`src/rtl/array_scan_reader.sv`:
```
// rtl/array_scan_reader.sv - snapshot a live cell array and serialize it one bit per handshake
//
// Ports:
//   FPGA_CLK_50  in   sole clock, rising edge
//   RESET_N      in   asynchronous active-low reset
//   ARRAY_IN     in   live cell array, bit r*COLS+c = cell [r][c]
//   START        in   request a frame readout (honoured only in IDLE)
//   ABORT        in   synchronous cancel of the frame in progress
//   SER_READY    in   downstream accepts SER_DATA this cycle
//   SER_DATA     out  current serialized cell bit
//   SER_VALID    out  SER_DATA is valid
//   SER_LAST     out  current bit is the final bit of the frame
//   BUSY         out  frame in progress (SHIFT or DONE)
//   DONE         out  one-cycle pulse after a completed frame
//   FRAME_CNT    out  completed frames, modulo 256
module array_scan_reader #(
  parameter int ROWS = 16,
  parameter int COLS = 16
) (
  input  logic                 FPGA_CLK_50,
  input  logic                 RESET_N,
  input  logic [ROWS*COLS-1:0] ARRAY_IN,
  input  logic                 START,
  input  logic                 ABORT,
  input  logic                 SER_READY,
  output logic                 SER_DATA,
  output logic                 SER_VALID,
  output logic                 SER_LAST,
  output logic                 BUSY,
  output logic                 DONE,
  output logic [7:0]           FRAME_CNT
);

  localparam int N  = ROWS * COLS;
  localparam int IW = $clog2(N);
  localparam logic [IW-1:0] LAST_IDX = IW'(N - 1);

  typedef enum logic [1:0] {
    S_IDLE,
    S_SHIFT,
    S_DONE
  } state_t;

  state_t          state_q, state_d;
  logic [N-1:0]    snap_q, snap_d;
  logic [IW-1:0]   idx_q, idx_d;
  logic [IW-1:0]   nxt_idx;
  logic            data_d, valid_d, last_d, busy_d, done_d;
  logic [7:0]      cnt_d;

  assign nxt_idx = idx_q + IW'(1);

  // Every output is a register; the combinational block computes the value
  // each one takes on the next edge, so the outputs of the following cycle
  // are already resolved (data of the next bit, LAST one beat ahead).
  always_comb begin
    state_d = state_q;
    snap_d  = snap_q;
    idx_d   = idx_q;
    data_d  = SER_DATA;
    valid_d = SER_VALID;
    last_d  = SER_LAST;
    done_d  = 1'b0;
    cnt_d   = FRAME_CNT;

    unique case (state_q)
      S_IDLE: begin
        if (START && !ABORT) begin
          snap_d  = ARRAY_IN;
          idx_d   = '0;
          data_d  = ARRAY_IN[0];
          valid_d = 1'b1;
          last_d  = 1'b0;
          state_d = S_SHIFT;
        end
      end

      S_SHIFT: begin
        if (ABORT) begin
          state_d = S_IDLE;
          idx_d   = '0;
          data_d  = 1'b0;
          valid_d = 1'b0;
          last_d  = 1'b0;
        end else if (SER_VALID && SER_READY) begin
          if (SER_LAST) begin
            state_d = S_DONE;
            valid_d = 1'b0;
            last_d  = 1'b0;
            done_d  = 1'b1;
            cnt_d   = FRAME_CNT + 8'd1;
          end else begin
            idx_d  = nxt_idx;
            data_d = snap_q[nxt_idx];
            last_d = (nxt_idx == LAST_IDX);
          end
        end
      end

      S_DONE: begin
        // DONE is high for exactly this one cycle; ABORT here lands in the
        // same place, so it needs no separate branch.
        state_d = S_IDLE;
        idx_d   = '0;
      end

      default: begin
        state_d = S_IDLE;
        valid_d = 1'b0;
        last_d  = 1'b0;
      end
    endcase

    busy_d = (state_d != S_IDLE);
  end

  always_ff @(posedge FPGA_CLK_50 or negedge RESET_N) begin
    if (!RESET_N) begin
      state_q   <= S_IDLE;
      snap_q    <= '0;
      idx_q     <= '0;
      SER_DATA  <= 1'b0;
      SER_VALID <= 1'b0;
      SER_LAST  <= 1'b0;
      BUSY      <= 1'b0;
      DONE      <= 1'b0;
      FRAME_CNT <= 8'd0;
    end else begin
      state_q   <= state_d;
      snap_q    <= snap_d;
      idx_q     <= idx_d;
      SER_DATA  <= data_d;
      SER_VALID <= valid_d;
      SER_LAST  <= last_d;
      BUSY      <= busy_d;
      DONE      <= done_d;
      FRAME_CNT <= cnt_d;
    end
  end

endmodule

```
`config.mk`:
```
export PLATFORM = sky130hd
export DESIGN_NAME = array_scan_reader
export DESIGN_NICKNAME = d
export VERILOG_FILES = /design/src/rtl/array_scan_reader.sv
export SDC_FILE = /design/constraint.sdc
export NUM_CORES = 1
export LEC_CHECK = 0
export CAP_MARGIN = 0
export CORE_AREA = 2 2 162 164
export CTS_CLUSTER_SIZE = 24
export DETAILED_ROUTE_END_ITERATION = 16
export DIE_AREA = 0 0 164 166
export GPL_ROUTABILITY_DRIVEN = 0
export PLACE_DENSITY_LB_ADDON = 0.2
export SLEW_MARGIN = 20
export SYNTH_ARGS = -nofsm -noshare
export SYNTH_HDL_FRONTEND = slang
export SYNTH_SLANG_ARGS = --single-unit
```
`constraint.sdc`:
```
create_clock -name FPGA_CLK_50 -period 4.3 [get_ports FPGA_CLK_50]
set_input_delay 0.43 -clock FPGA_CLK_50 [delete_from_list [all_inputs] [get_ports FPGA_CLK_50]]
set_output_delay 0.43 -clock FPGA_CLK_50 [all_outputs]
set_load 0.05 [all_outputs]
```
==> flow_metrics.tcl <==
set metrics [dict create \
    drc 0 \
    finClkSkew_ns 0.007723 \
    power_density_nw_per_um2 616.9 \
    cts_tree "built" \
    area_delta_synth_final_pct 32.81 \
    drt-initial-drc-count 475 \
    die_w_um 164 \
    synth-async-reset-ratio_pct 100.0 \
    wl_per_cell_um 20.59 \
    initial_core_util_pct 50.14 \
    rsz0062_at_grt "false" \
    via_per_inst 5.599 \
    crit_path_max_incr_delay_ns 0.53 \
    p_int_mw 7.553 \
    max_freq_mhz 288.1 \
    critPathKind "reg -> reg" \
    avgSynthCellArea_um2 14.76 \
    swShare_pct 28.23 \
    path_cells "ha_1, xor2_4, buf_12, mux4_2, mux2_2, o22ai_1, o21bai_1, nor4_1, o31ai_1" \
    clk_pin_slew_ns 0.06 \
    tns_ns 0 \
    setup_viol 0 \
    p_seq_share_pct 41.0 \
    fill_cells 1834 \
    p_sw_mw 2.971 \
    endpoint_kind "flip-flop" \
    worst-path-max-fanout 39 \
    synth_cells 870 \
    synth-edff-count 0 \
    synth_xor_xnor_area_share_pct 0.7500 \
    status "finished clean" \
    final_max_slew_viol_count 0 \
    grt_busiest_layer "met2" \
    grt_max_degree 117 \
    overflow 0 \
    fin_crit_ns 3.471 \
    synth_area_leaders "dfrtp_1, mux2_2, mux4_2" \
    p_comb_share_pct 33.4 \
    critPathRequiredTime_ns 4.72 \
    leakagePower_nw 6.866 \
    vias 8393 \
    synth-compound-area-share_pct 3.390 \
    dieArea_um2 27220 \
    cap_violations 0 \
    grtUsageMet2_pct 36.76 \
    post_cts_resized 0 \
    start_kind "flip-flop" \
    grt_usage_pct 23.01 \
    final_common_cell "dfrtp_1" \
    hp-class "in -> reg" \
    vdd_drop_max_v 0.0003542 \
    fin_hold_ws_ns 0.4890 \
    layout_common_cells "dfrtp_1, clkdlybuf4s50_1, mux2_2" \
    synth_mux_area_share_pct 35.20 \
    clock_sinks 279 \
    io_buffer_count 273 \
    final_antenna_net_count 0 \
    yosysTopAreaCellShare_pct 54.35 \
    relSlewSlack_pct 27.44 \
    yosysWarnings 0 \
    routed_wl_mm 30.87 \
    ios 274 \
    synth_seq_cells 279 \
    synth_ff_type "dfrtp_1" \
    numCtsBuffers 30 \
    grt_util_met1_pct 33.03 \
    chipHeight_um 166 \
    synth_fp_nets 1134 \
    layout-drive-gt1-share_pct 34.82 \
    yosysSeqAreaShare_pct 54.35 \
    period_share_pct 80.72 \
    tightestPinTransition_ns 1.084 \
    synth_cell_types 48 \
    cts_max_path_buffers 3 \
    synth_top_cell_by_area "dfrtp_1" \
    hold_violations 0 \
    pwr-share-clk_pct 25.6 \
    grt_use_met3_pct 3.796 \
    dp_hpwl_mm 21.60 \
    drt_pre_antenna_iters 4 \
    insertion_delay_ns 0.55 \
    rows 59 \
    grt_pass1_wl_mm 48.69 \
    slowest_stage "dfrtp_1" \
    synth_top_family_by_area "multiplexers" \
    nets 1403 \
    synthAdderAreaFrac_pct 0.2922 \
    syn_area_um2 12840 \
    synth-simple-area-share_pct 3.935 \
    core_um2 25620 \
    cts.htree.levels 1 \
    grt_pass1_vias 8872 \
    cp.arrival_ns 3.89 \
    root_buffer "clkbuf_16" \
    antenna_found_initial 1 \
]
-- cell families (layout without fill, tap and decap cells) --
family,count (synthesis),in the layout
other,0,1
AND/OR/NAND/NOR,107,107
buffers and inverters,59,352
XOR/XNOR,11,11
multiplexers,343,343
flip-flops,279,279
adder cells (fa/ha/maj),3,3
AO/OA/AOI/OAI,68,68
-- through the flow --
step | util, % | area [um2] | instances | power [mW] | setup slack [ns]
after floorplan | - | 12840 | 870 | 6.817 | 0.8612
after global placement | 62.47 | 16000 | 1441 | 7.770 | 0.8323
after detailed placement | 62.47 | 16000 | 1441 | 7.912 | 0.7887
after CTS | 66.59 | 17060 | 1498 | 10.63 | 0.7563
after global routing | 66.60 | 17060 | 1499 | 11.12 | 0.5627
final | 66.60 | 17060 | 1499 | 10.52 | 0.8292
-- worst max-delay path, delay by kind of cell (launching register included) --
kind,cells,cell delay (ns)
multiplexers,2,0.81
flip-flops,1,0.53
adder cells (fa/ha/maj),1,0.52
AO/OA/AOI/OAI,3,0.51
AND/OR/NAND/NOR,1,0.43
buffers and inverters,1,0.31
XOR/XNOR,1,0.21
-- cell usage after synthesis, types with 2 or more instances --
cell	number
a211oi_1	5
nor3_1	5
and2_1	5
ha_1	3
o221ai_1	3
buf_1	4
clkbuf_1	35
a2111oi_0	2
mux2_2	270
mux2i_1	13
xnor2_1	6
nor2_1	34
dfrtp_1	279
nand4_1	4
nand2_1	27
buf_6	2
o31ai_1	5
nand3_1	12
nor4_1	2
o21ai_0	23
nand2b_1	4
mux4_2	60
a21oi_1	8
and3_1	4
buf_4	5
xor2_1	5
inv_1	3
o22ai_1	6
buf_2	9
nor2b_1	5
a31oi_1	5
-- path summary, 6_finish.rpt --
check                                         startpoint                       end  slack, ns  cells after the start
worst max-delay path                idx_q[1]$_DFFE_PN0P_      SER_DATA$_DFFE_PN0P_       0.83                      9
worst min-delay path                        ARRAY_IN[19]    snap_q[19]$_DFFE_PN0P_       0.49                      2
worst max register to register      idx_q[1]$_DFFE_PN0P_      SER_DATA$_DFFE_PN0P_       0.83                      9
worst min register to register  FRAME_CNT[7]$_DFFE_PN0P_  FRAME_CNT[7]$_DFFE_PN0P_       0.49                      1
max in group asynchronous                        RESET_N    snap_q[22]$_DFFE_PN0P_       2.79                      3
min in group asynchronous                        RESET_N   snap_q[234]$_DFFE_PN0P_       0.52                      2
-- power by group through the flow --
stage               logic, mW  registers, mW  clock network, mW
detailed placement       3.56           4.35                  0
CTS                      3.58           4.32               2.74
global route             3.82           4.45               2.85
floorplan                2.67           4.14                  0
global placement         3.46           4.31                  0
finish                   3.52           4.31               2.69
-- registers in the layout, summed over array words and instances (netlist names) --
signal	cells
DONE	1
state_q	2
FRAME_CNT	8
SER_VALID	1
BUSY	1
snap_q	256
SER_LAST	1
idx_q	8
SER_DATA	1
-- area by class of cell --
class | count | area (um2) | area share (%)
sequential | 279 | 6983 | 40.93
clock inverter | 12 | 160.2 | 0.9388
clock buffer | 44 | 884.6 | 5.186
inverter | 4 | 15.01 | 0.08802
tap | 335 | 419.2 | 2.457
timing repair buffer | 292 | 2945 | 17.27
multi-input combinational | 532 | 5649 | 33.12
antenna | 1 | 2.502 | 0.01467
-- metal layers --
metal,vias up,share of wire (%)
li1,3780,-
met1,4304,45
met2,248,47
met3,61,5.4
met4,0,2.7
met5,-,0
-- timing repair --
action,in CTS,in global routing
endpoints found under the setup margin,0,0
hold buffers,1,0
buffers inserted,0,0
endpoints found under the hold margin,3,0
No activity file was read; power rests on OpenSTA's default activity.
